## src/rtl/int_arb.sv

```systemverilog
// Interrupt arbiter: picks the highest-level eligible source above cpu_ipl and runs the req/ack handshake.
// Optional build macro INT_PREEMPT_EN: a strictly higher-level source may replace the winner while in REQ.
module int_arb #(
   parameter int unsigned          NUM_SRC    = 4,
   parameter logic [3*NUM_SRC-1:0] SRC_LEVELS = 12'b100_101_100_110,
   parameter int unsigned          WAIT_MAX   = 15
) (
   input  logic                   clk,
   input  logic                   reset,
   input  logic [NUM_SRC-1:0]     irq,
   input  logic [8*NUM_SRC-1:0]   vec,
   input  logic [2:0]             cpu_ipl,
   input  logic                   int_ack,
   output logic                   int_req,
   output logic [7:0]             int_vector,
   output logic [NUM_SRC-1:0]     ack_src,
   output logic                   stuck_err
);

   localparam int unsigned IW = (NUM_SRC > 1) ? $clog2(NUM_SRC) : 1;
   localparam int unsigned CW = $clog2(WAIT_MAX + 1);

   typedef enum logic [1:0] {S_IDLE, S_REQ, S_WAIT} state_t;

   state_t               state_q;
   logic [IW-1:0]        win_q;
   logic [CW-1:0]        cnt_q;
   logic [CW-1:0]        cnt_d;
   logic                 req_q;
   logic [7:0]           vec_q;
   logic [NUM_SRC-1:0]   ack_q;
   logic                 stuck_q;

   logic [IW-1:0]        best_idx;
   logic [2:0]           best_lvl;
   logic                 any_elig;
   logic [7:0]           best_vec;
   logic [2:0]           win_lvl;
   logic                 win_irq;

   // Strict '>' on best_lvl keeps the lowest index on equal levels.
   always_comb begin
      best_idx = '0;
      best_lvl = '0;
      any_elig = 1'b0;
      win_lvl  = '0;
      win_irq  = 1'b0;
      for (int unsigned i = 0; i < NUM_SRC; i++) begin
         if (irq[i] && (SRC_LEVELS[3*i +: 3] > cpu_ipl) && (SRC_LEVELS[3*i +: 3] > best_lvl)) begin
            best_idx = IW'(i);
            best_lvl = SRC_LEVELS[3*i +: 3];
            any_elig = 1'b1;
         end
         if (win_q == IW'(i)) begin
            win_lvl = SRC_LEVELS[3*i +: 3];
            win_irq = irq[i];
         end
      end
      best_vec = vec[8*best_idx +: 8];
      cnt_d    = cnt_q + CW'(1);
   end

   always_ff @(posedge clk or negedge reset) begin
      if (!reset) begin
         state_q <= S_IDLE;
         win_q   <= '0;
         cnt_q   <= '0;
         req_q   <= 1'b0;
         vec_q   <= '0;
         ack_q   <= '0;
         stuck_q <= 1'b0;
      end else begin
         ack_q <= '0;
         case (state_q)
            S_IDLE: begin
               if (any_elig) begin
                  win_q   <= best_idx;
                  vec_q   <= best_vec;
                  req_q   <= 1'b1;
                  state_q <= S_REQ;
               end
            end
            S_REQ: begin
               if (int_ack) begin
                  req_q   <= 1'b0;
                  ack_q   <= {{(NUM_SRC-1){1'b0}}, 1'b1} << win_q;
                  cnt_q   <= '0;
                  state_q <= S_WAIT;
               end
`ifdef INT_PREEMPT_EN
               else if (any_elig && (best_lvl > win_lvl)) begin
                  win_q <= best_idx;
                  vec_q <= best_vec;
               end
`endif
               else if (!win_irq || (win_lvl <= cpu_ipl)) begin
                  req_q   <= 1'b0;
                  state_q <= S_IDLE;
               end
            end
            S_WAIT: begin
               // Hold off re-arbitration until the acknowledged source drops irq.
               if (!win_irq) begin
                  state_q <= S_IDLE;
               end else if (cnt_d == CW'(WAIT_MAX)) begin
                  stuck_q <= 1'b1;
                  state_q <= S_IDLE;
               end else begin
                  cnt_q <= cnt_d;
               end
            end
            default: begin
               req_q   <= 1'b0;
               state_q <= S_IDLE;
            end
         endcase
      end
   end

   assign int_req    = req_q;
   assign int_vector = vec_q;
   assign ack_src    = ack_q;
   assign stuck_err  = stuck_q;

endmodule
```

## config.mk

```make
export PLATFORM = sky130hd
export DESIGN_NAME = int_arb
export DESIGN_NICKNAME = d
export VERILOG_FILES = /design/src/rtl/int_arb.sv
export SDC_FILE = /design/constraint.sdc
export NUM_CORES = 1
export LEC_CHECK = 0
export CAP_MARGIN = 20
export CORE_ASPECT_RATIO = 0.8
export CORE_UTILIZATION = 46
export DETAILED_ROUTE_END_ITERATION = 8
export GPL_TIMING_DRIVEN = 1
export PLACE_DENSITY = 0.88
export SYNTH_ARGS = -nofsm -noshare
export SYNTH_HDL_FRONTEND = slang
export SYNTH_SLANG_ARGS = --single-unit
```

## constraint.sdc

```tcl
create_clock -name clk -period 3.47 [get_ports clk]
set_input_delay 0.694 -clock clk [delete_from_list [all_inputs] [get_ports clk]]
set_output_delay 0.694 -clock clk [all_outputs]
set_load 0.01 [all_outputs]
```

# Yosys cells after proc, flatten, opt, wreduce, memory -nomap -nowiden

Index checks and enable logic that the tools add are counted.

Reductions and logical operators: 17
Mux-type cells: 34
Eq/ne operators: 12
Shift operators: 2
Order comparisons: 7
Bitwise operators: 1
Add/sub/neg operators: 1

Operators with widths:

| cell                                                                  | number |
|---|---|
| 32-bit by 6-bit variable part select with 8-bit output                | 1 |
| 3-bit two-way mux                                                     | 7 |
| 4-bit two-way mux                                                     | 5 |
| 3-bit greater-than comparator, first input constant                   | 6 |
| 2-bit two-way mux                                                     | 7 |
| 1-bit two-way mux                                                     | 12 |
| 3-bit AND reduction                                                   | 3 |
| 2-bit inequality test, second input constant                          | 4 |
| 4-bit case mux with 2 select lines                                    | 1 |
| 1-bit logical AND                                                     | 7 |
| 2-bit equality test, second input constant                            | 3 |
| 3-bit inequality test, second input constant                          | 2 |
| 2-bit case mux with 3 select lines                                    | 1 |
| 4-bit by 1-bit adder with 4-bit output, second input constant         | 1 |
| 2-bit by 1-bit equality test with 1-bit output, second input constant | 2 |
| 4-bit equality test, second input constant                            | 1 |
| 2-bit logical NOT                                                     | 2 |
| 4-bit AND reduction                                                   | 1 |
| 1-bit by 2-bit left shift with 4-bit output, first input constant     | 1 |
| 3-bit <= comparator                                                   | 1 |
| 1-bit case mux with 3 select lines                                    | 1 |
| 2-bit AND reduction                                                   | 1 |
| 2-bit nonzero test                                                    | 1 |
| 1-bit logical NOT                                                     | 1 |
| 2 further kinds                                                       | 2 |

Bits of input ports: 42
Logic and storage cells: 81
Register bits: 22
Output and inout port bits: 14

# Depth between registers and ports, before layout

Gate-level depths: netlist (run 1).

Depth in word-level cells: 14
Gate-level depth with buffers: 7
Mapped depth without buffers: 7

# Worst setup path before layout (run 1)

Ideal clock, no wire load.

Kind: input -> register
From: input irq[2]
To: register vec_q[4], in the netlist int_vector[4]
Data required time: 3.345 ns
Data arrival time: 2.028 ns
Slack: 1.317 ns
Buffers on the path: 1
Setup time: 0.125 ns
Stages: 5
Path through: buf_2 -> nor3_4 -> a32oi_4 -> mux4_2 -> mux2_4

Word-level cells in the longest chain between the ends: 7
Elaborated cells between the ends (all ways): 11
Classes of those cells: order compare (1); shift (1); mux (5); reduce/logical (4)

Ends and longest elaborated chain:

| item                                                                                                 | RTL line | source |
|---|---|---|
| start: declaration                                                                                   | 10       | `input logic [NUM_SRC-1:0] irq,` |
| 1-bit logical AND (*) (2 in series)                                                                  | 49       | `if (irq[i] && (SRC_LEVELS[3*i +: 3] > cpu_ipl) && (SRC_LEVELS[3*i +: 3] > best_lvl)) begin` |
| 3-bit two-way mux                                                                                    | 49       |  |
| 3-bit greater-than comparator                                                                        | 49       |  |
| 1-bit logical AND                                                                                    | 49       |  |
| 2-bit two-way mux / 1-bit two-way mux (equally long branches)                                        | 49       |  |
| 32-bit by 6-bit variable part select with 8-bit output / 2-bit AND reduction (equally long branches) | --       |  |
| end signal: assignment                                                                               | 78       | `vec_q <= best_vec;` |
| end: declaration                                                                                     | 30       | `logic [7:0] vec_q;` |

Every way passes the cells marked *; elsewhere a longest branch is shown, timed or not.
A chain may end at the register's enable or synchronous reset.

# Final worst setup path (run 1)

From: input irq[0]
To: register vec_q[4], in the netlist int_vector[4]

Word-level cells in the longest chain between the ends: 12
Elaborated cells between the ends (all ways): 19
Classes of those cells: order compare (3); shift (1); mux (10); reduce/logical (5)

Ends and longest elaborated chain:

| item                                                                                                 | RTL line |
|---|---|
| 1-bit logical AND (*)                                                                                | 49 |
| 3-bit two-way mux                                                                                    | 49 |
| 3-bit greater-than comparator                                                                        | 49 |
| 1-bit logical AND                                                                                    | 49 |
| 3-bit two-way mux                                                                                    | 49 |
| 3-bit greater-than comparator                                                                        | 49 |
| 1-bit logical AND                                                                                    | 49 |
| 3-bit two-way mux                                                                                    | 49 |
| 3-bit greater-than comparator                                                                        | 49 |
| 1-bit logical AND                                                                                    | 49 |
| 2-bit two-way mux / 1-bit two-way mux (equally long branches)                                        | 49 |
| 32-bit by 6-bit variable part select with 8-bit output / 2-bit AND reduction (equally long branches) | -- |

Marked as above.

==> flow_summary.ini, run 1 <==
[sta]
tns_ns = 0
skew_ns = 0.00239
final_hold_viol_count = 0
tightestPinTransition_ns = 0.946
report.final.slew_viol_count = 0
rsz0062_at_grt = no
timing.final.crit_share_pct = 75.5
whs_ns = 0.474
max_clock_freq_mhz = 382
setup-violations-final = 0
slew_headroom_pct = 36.7
min_period_ns = 2.62

[synthesis]
synth_area_per_cell_um2 = 10.1
synth_area_leaders = dfrtp_1 39%, mux2_2 5.7%, ha_1 4.5%
seq_area_frac_synth_pct = 39.5
synth.most_common_cell = dfrtp_1
synth_compound_area_share_pct = 18.4
synthTopCellsByCount = 22 x dfrtp_1, 11 x nor2_1, 9 x inv_1, 9 x nand2_1
ys_warn_count = 0
synth_edf_count = 0
netlist_area_um2 = 1400
synth_top_area_share_pct = 39.5
synthCells = 138
synth-simple-area-share_pct = 20.4
synth_top_family_by_area = simple AND/OR/NAND/NOR gates
syn_nets = 185
synth_fa_ha_area_share_pct = 4.48
synth_cell_types = 45
synthFlopType = dfrtp_1
synth_top_cell_by_area = dfrtp_1
yosys.area_share.xor_xnor_pct = 0
postSynth.asyncResetShare_pct = 100
ys_seq_elements = 22
synth_mux_area_share_pct = 12.6

[clock_network]
postCtsSetupRepairBufs = 0
ctsRootBufferMaster = clkbuf_8
h-tree-depth = 1
tritoncts = done
clk_latency_ns = 0.26
cts_resized = 0
clockBufferDepth = 2
numCtsBuffers = 3
clk_pin_slew_ns = 0.07
numClockSinks = 22
holdBufCountCts = 0

[place]
portBuffers = 55
place.gp.congestion = 0.864
dp.final_hpwl_mm = 3.19

[drt]
wl_mm = 3.91
drtPass1Iterations = 4
drc = 0
final_antenna_net_count = 0
wl_per_cell_um = 16.9
drt_iter0_markers = 79
vias = 1359
avgViaCountPerCell = 5.88

[setup_path]
critical_path_buf_inv_count = 2
r2r_end = int_vector[2]
endpoint_kind = flip-flop
path_max_fanout = 9
critPathSlowestCell = clkdlybuf4s50_1
worst-setup-path-type = in2reg
reg2reg_slack_ns = 1.56
regToRegStartpoint = state_q[0]
crit_arrival_ns = 2.77
crit_path_cell_trace = clkdlybuf4s50_1 > inv_1 > a32oi_4 > mux4_2 > mux2_4
cp.required_ns = 3.62
startpoint_type = primary input
slowest_delay_ns = 0.65
worst-r2r-cell-count = 5
critical_path.top_delay_family = multiplexers

[global_routing]
antenna_found_initial = 0
grt_usage_pct = 25.4
grt_pass1_vias = 1349
grt_max_degree = 23
grt_pass1_wl_mm = 6.23
grt_overflow = 0

[final_layout]
fin_nets = 241
area_growth_pct = 46.5
multiInputGateArea_um2 = 791
regArea_um2 = 551
drive_gt1_share_pct = 11.9
n_antenna_cell = 0
fillers = 197

[hold_path]
holdPathEnd = stuck_err
hp-class = reg2reg
hold_start = stuck_err
hold_depth = 1

[power]
max-vdd-ir-drop_uv = 307
power_density_nw_per_um2 = 568
p_leak_nw = 0.843

[run_status]
status = finished, final reports clean

[die]
die_w_um = 63.6
fp.dieH_um = 51.3
core-area_um2 = 2830
placementRows = 17
io_pins = 56
die_area_um2 = 3260
start_util_pct = 49.3

[flow_run]
cap_violations = 0
[worst register-to-register path: cells and delay by family (launching register included)]
family                 cells  cell delay (ns)
AND/OR/NAND/NOR            1             0.05
buffers and inverters      1             0.26
AO/OA/AOI/OAI              3             1.05
flip-flops                 1             0.47
[placed cells by master, fill, tap and decap left out, types with 2 or more instances in the layout]
cell | synthesis | layout
clkdlybuf4s50_1 | 0 | 55
dfrtp_1 | 22 | 22
nor2_1 | 11 | 11
inv_1 | 9 | 9
nand2_1 | 9 | 9
mux2_2 | 7 | 7
a22oi_1 | 7 | 7
a31oi_1 | 7 | 7
mux2i_1 | 6 | 6
ha_1 | 5 | 5
nand3_1 | 4 | 4
clkbuf_8 | 0 | 4
nor3_1 | 3 | 3
nand2b_1 | 3 | 3
nor2b_1 | 3 | 3
o211ai_1 | 3 | 3
nand3b_1 | 2 | 2
o21ai_0 | 2 | 2
nand4_1 | 2 | 2
a21oi_1 | 2 | 2
buf_4 | 0 | 2
[sequential cells by signal, indices dropped and copies added (netlist names)]
register,cells
ack_src,4
int_vector,8
state_q,2
cnt_q,4
win_q,2
int_req,1
stuck_err,1
[metrics by stage]
| stage | setup slack, ns | power (mW) | cell area, um^2 | instances | utilization [%] |
|---|---|---|---|---|---|
| floorplan | 1.32 | 0.715 | 1400 | 138 | - |
| global placement | 0.651 | 0.940 | 1990 | 227 | 70.3 |
| detailed placement | 0.578 | 0.979 | 1990 | 227 | 70.3 |
| CTS | 0.849 | 1.16 | 2040 | 231 | 72.2 |
| global route | 0.781 | 1.24 | 2040 | 231 | 72.2 |
| finish | 0.850 | 1.16 | 2040 | 231 | 72.2 |
[power breakdown]
group	switching [mW]	leakage, nW	internal, mW	total (mW)
combinational	0.245	0.538	0.294	0.539
clock	0.0783	0.0288	0.101	0.179
sequential	0.0939	0.276	0.350	0.443
total	0.417	0.843	0.744	1.16
[cells by family after synthesis]
| kind of cell | count (synthesis) |
|---|---|
| adders and majority gates | 5 |
| muxes | 15 |
| DFF | 22 |
| AOI/OAI and AO/OA | 32 |
| other | 1 |
| buffers and inverters | 15 |
| and+or+nand+nor | 48 |
[area by class of cell]
cell class,instances,share of cell area (%)
multi-input combinational,101,38.7
timing repair buffer,57,27.7
sequential,22,26.9
clock buffer,4,2.69
tap,38,2.33
inverter,9,1.65
[how the worst max path moves through the flow]
stage | to | cells past startpoint | startpoint | slack [ns]
floorplan | int_vector[4] | 5 | irq[2] | 1.32
global placement | int_vector[4] | 5 | cpu_ipl[2] | 0.65
detailed placement | int_vector[4] | 5 | irq[0] | 0.58
CTS | int_vector[4] | 5 | cpu_ipl[2] | 0.85
global route | int_vector[4] | 5 | irq[0] | 0.78
finish | int_vector[4] | 5 | irq[0] | 0.85
[metal layers]
metal / wire (um) / vias up / share of wire, % / track usage (%)
met4: 79 / 0 / 2.0 / 9.09
met2: 2040 / 50 / 52 / 44.9
met1: 1610 / 675 / 41 / 30.8
li1: - / 626 / - / -
met3: 183 / 8 / 4.7 / 4.91
met5: 0 / - / 0 / 0
Note: power is estimated with default switching activity, not from simulation.
==> run 2, diff against run 1 <==
CORE_UTILIZATION = 43   (was 46)
PLACE_DENSITY = 0.84   (was 0.88)
clock period = 2.59 ns   (was 3.47 ns; I/O delays follow)
==> run 2 against run 1 <==
  * Critical path depth did not move
  * Combinational power rose by 34%
  * Count of clock-buffer cells in the layout down 1
  * First-iteration DRC count shrank 19%
  * Clock power up 77%
  * Non-clock buffer count rose by 3
  * Flip-flop and latch count unchanged
  * Routed wire length down 14%
  * Setup slack worse by 0.47 ns
  * Global-route usage decreased by 3.8 points
==> flow_summary.ini, run 2 (synthesized netlist as in run 1, its figures left out) <==
[run_status]
status = finished, final reports clean

[setup_path]
cp.required_ns = 2.74
regToRegStartpoint = win_q[0]
r2r_end = int_req
reg2reg_slack_ns = 0.83
startpoint_type = primary input
worst-setup-path-type = in2reg
crit_arrival_ns = 2.36
worstSetupStartpoint = irq[0]
path_max_fanout = 5
endpoint_kind = flip-flop
worst-r2r-cell-count = 7

[final_layout]
largest_reg_flops = 8
n_antenna_cell = 0
drive_gt1_share_pct = 13.3
fillers = 225
final_cell_mix = 55 x clkdlybuf4s50_1, 22 x dfrtp_1, 11 x nor2_1
area_growth_pct = 50.3
fin_nets = 244
final_common_cell = clkdlybuf4s50_1

[clock_network]
clk_latency_ns = 0.26
holdBufCountCts = 0
cts_resized = 0
h-tree-depth = 1
ctsRootBufferMaster = clkbuf_8
postCtsSetupRepairBufs = 0
numCtsBuffers = 3
clockBufferDepth = 2
tritoncts = done
clk_pin_slew_ns = 0.08
numClockSinks = 22

[hold_path]
hp-class = reg2reg
hold_start = stuck_err
hold_depth = 1
holdPathEnd = stuck_err

[power]
p_leak_nw = 0.868
max-vdd-ir-drop_uv = 417
power_density_nw_per_um2 = 780

[sta]
report.final.slew_viol_count = 0
rsz0062_at_grt = no
timing.final.crit_share_pct = 85.3
min_period_ns = 2.21
final_hold_viol_count = 0
setup-violations-final = 0
layout_setup_ws_ns = 0.381
skew_ns = 0.00307
max_clock_freq_mhz = 453
tns_ns = 0

[drt]
drt_iter0_markers = 64
drtPass1Iterations = 4
avgViaCountPerCell = 5.51
wl_mm = 3.37
drc = 0
final_antenna_net_count = 0
vias = 1301
wl_per_cell_um = 14.3

[global_routing]
grt_pass1_vias = 1244
grt_overflow = 0
antenna_found_initial = 0
grt_max_degree = 23
grt_pass1_wl_mm = 5.52
grt_usage_pct = 21.6

[die]
die_area_um2 = 3480
fp.dieH_um = 52.9
io_pins = 56
placementRows = 18
start_util_pct = 45.2
core-area_um2 = 3090
die_w_um = 65.7

[place]
dpl_worst_slack_ns = 0.0841
place.gp.congestion = 0.802
portBuffers = 55
dp.final_hpwl_mm = 2.76

[flow_run]
cap_violations = 0
run 2: cell count changes in the layout (fill, tap and decap cells not counted), sizes merged:
| cell | previous run | this run |
|---|---|---|
| buf | 2 | 5 |
| clkbuf | 4 | 3 |
| bufinv | 0 | 1 |
run 2: through the flow:
stage               area, um^2  util [%]  cells  hold WS [ns]  power (mW)
floorplan                 1400         -    138         0.222       0.958
global placement          2030      65.7    232         0.454        1.29
detailed placement        2030      65.7    232         0.457        1.32
CTS                       2100      68.0    236         0.480        1.64
global route              2100      68.0    236         0.513        1.74
finish                    2100      68.0    236         0.474        1.64
run 2: final cells by class:
| class | instances | area (um^2) | share of cell area, % |
|---|---|---|---|
| clock buffers | 3 | 41.3 | 1.97 |
| flip-flops and latches | 22 | 551 | 26.3 |
| inverters | 9 | 33.8 | 1.61 |
| multi-input cells | 101 | 791 | 37.7 |
| well taps | 40 | 50.0 | 2.39 |
| repair buffers | 60 | 601 | 28.6 |
| clock inverters | 1 | 30.0 | 1.43 |
run 2: critical path, cell delays in order:
cell             delay, ns
clkdlybuf4s50_1       0.64
inv_1                 0.16
a32oi_4               0.26
mux4_2                0.52
mux2_4                0.27
run 2: how the worst max path moves through the flow:
stage | slack [ns] | endpoint | cells past startpoint
floorplan | 0.61 | int_vector[4] | 5
global placement | 0.15 | int_vector[4] | 5
detailed placement | 0.08 | int_vector[4] | 5
CTS | 0.38 | int_vector[4] | 5
global route | 0.32 | int_vector[4] | 5
finish | 0.38 | int_vector[4] | 5
run 2: report_power, final:
part	switching (mW)	internal, mW
registers	0.127	0.468
logic	0.318	0.406
clock network	0.110	0.206
run 2: routing by layer:
metal	global-route usage, %	vias up	part of all wire (%)
li1	-	628	-
met4	10.9	0	2.3
met2	33.0	57	46
met1	30.2	609	48
met3	2.16	7	4.5
met5	0	-	0
==> run 3, diff against run 2 <==
MAX_ROUTING_LAYER = met4   (was unset)
==> run 3 against run 2 <==
  * Count of clock-buffer cells in the layout unchanged
  * Cell count unchanged
  * Fmax about the same
  * Total power increased by 0.11%
  * Sequential power hardly changed
  * Core utilization unchanged
  * Clock skew is essentially flat
  * Critical path depth is the same
  * Critical path type unchanged
==> flow_summary.ini, run 3 (synthesized netlist as in run 1, its figures left out) <==
[setup_path]
critPathSlowestCell = clkdlybuf4s50_1
critical_path.top_delay_family = buffers and inverters
startpoint_type = primary input
reg2reg_slack_ns = 0.83
cp.required_ns = 2.74
path_max_fanout = 5
slowest_delay_ns = 0.64
crit_arrival_ns = 2.36
endpoint_kind = flip-flop
worst-setup-path-type = in2reg
critical_path_buf_inv_count = 2
crit_path_cell_trace = clkdlybuf4s50_1 > inv_1 > a32oi_4 > mux4_2 > mux2_4

[clock_network]
cts_resized = 0
h-tree-depth = 1
numClockSinks = 22
numCtsBuffers = 3
postCtsSetupRepairBufs = 0
ctsRootBufferMaster = clkbuf_8
holdBufCountCts = 0
tritoncts = done
clk_pin_slew_ns = 0.08
clk_latency_ns = 0.26
clockBufferDepth = 2

[global_routing]
grt_pass1_vias = 1245
grt_max_degree = 23
grt_overflow = 0
grt_pass1_wl_mm = 5.51
grt_usage_pct = 22.1
antenna_found_initial = 0

[place]
place.gp.congestion = 0.814
dp.final_hpwl_mm = 2.76
portBuffers = 55

[sta]
timing.final.crit_share_pct = 85.3
tns_ns = 0
setup-violations-final = 0
rsz0062_at_grt = no
report.final.slew_viol_count = 0
max_clock_freq_mhz = 453
skew_ns = 0.00348
final_hold_viol_count = 0
min_period_ns = 2.21

[final_layout]
drive_gt1_share_pct = 13.3
final_common_cell = clkdlybuf4s50_1
final_cell_mix = 55 x clkdlybuf4s50_1, 22 x dfrtp_1, 11 x nor2_1
utilization_pct = 68.0
largest_reg_flops = 8
n_antenna_cell = 0
fillers = 225
area_growth_pct = 50.3
fin_nets = 244

[flow_run]
cap_violations = 0

[drt]
vias = 1302
drt_iter0_markers = 65
final_antenna_net_count = 0
wl_mm = 3.38
drc = 0
wl_per_cell_um = 14.3
drtPass1Iterations = 6
avgViaCountPerCell = 5.52

[power]
max-vdd-ir-drop_uv = 416
power_density_nw_per_um2 = 781
p_leak_nw = 0.868

[die]
die_w_um = 65.7
die_area_um2 = 3480
core-area_um2 = 3090
io_pins = 56
fp.dieH_um = 52.9
placementRows = 18
start_util_pct = 45.2

[run_status]
status = finished, final reports clean

[hold_path]
hp-class = reg2reg
[run 3: cell counts in the layout (fill, tap and decap cells not counted)]
Identical to the previous run, type by type.
[run 3: final cells by class]
type	count	area (um^2)	share of cell area [%]
repair buffers	60	601	28.6
well taps	40	50.0	2.39
clock buffers	3	41.3	1.97
clock inverters	1	30.0	1.43
multi-input cells	101	791	37.7
inverters	9	33.8	1.61
flip-flops and latches	22	551	26.3
[run 3: worst paths after layout]
| check | endpoint | depth (start not counted) | start |
|---|---|---|---|
| worst min register to register | stuck_err | 1 | stuck_err |
| worst max register to register | int_req | 7 | win_q[0] |
| min in group asynchronous | cnt_q[0] | 2 | reset |
| worst max-delay path | int_vector[4] | 5 | irq[0] |
| max in group asynchronous | cnt_q[2] | 2 | reset |
| worst min-delay path | stuck_err | 1 | stuck_err |
[run 3: where the power goes]
group	switching (mW)	leakage [nW]	internal (mW)	total [mW]
sequential	0.127	0.276	0.469	0.596
combinational	0.320	0.556	0.406	0.725
clock	0.109	0.0357	0.206	0.316
[run 3: metrics by stage]
stage	setup slack, ns	total power, mW	std cells	hold WS (ns)	cell area (um^2)
2_1_floorplan	0.613	0.958	138	0.222	1400
3_3_place_gp	0.149	1.29	232	0.454	2030
3_5_place_dp	0.0841	1.32	232	0.457	2030
4_1_cts	0.377	1.64	236	0.480	2100
5_1_grt	0.319	1.74	236	0.513	2100
6_report	0.381	1.64	236	0.474	2100
[run 3: per-layer routing]
metal	vias to the layer above	part of all wire [%]	track usage, %
met3	9	4.4	2.16
met5	-	0	-
li1	629	-	-
met4	0	2.8	10.9
met2	59	45	33.0
met1	605	48	30.2
[run 3: worst reg2reg max path, delay by kind of cell (launching register included)]
family,cells,cell delay [ns]
buffers and inverters,1,0.16
DFF,1,0.46
AOI/OAI and AO/OA,2,0.34
and+or+nand+nor,3,0.45
adders and majority gates,1,0.29
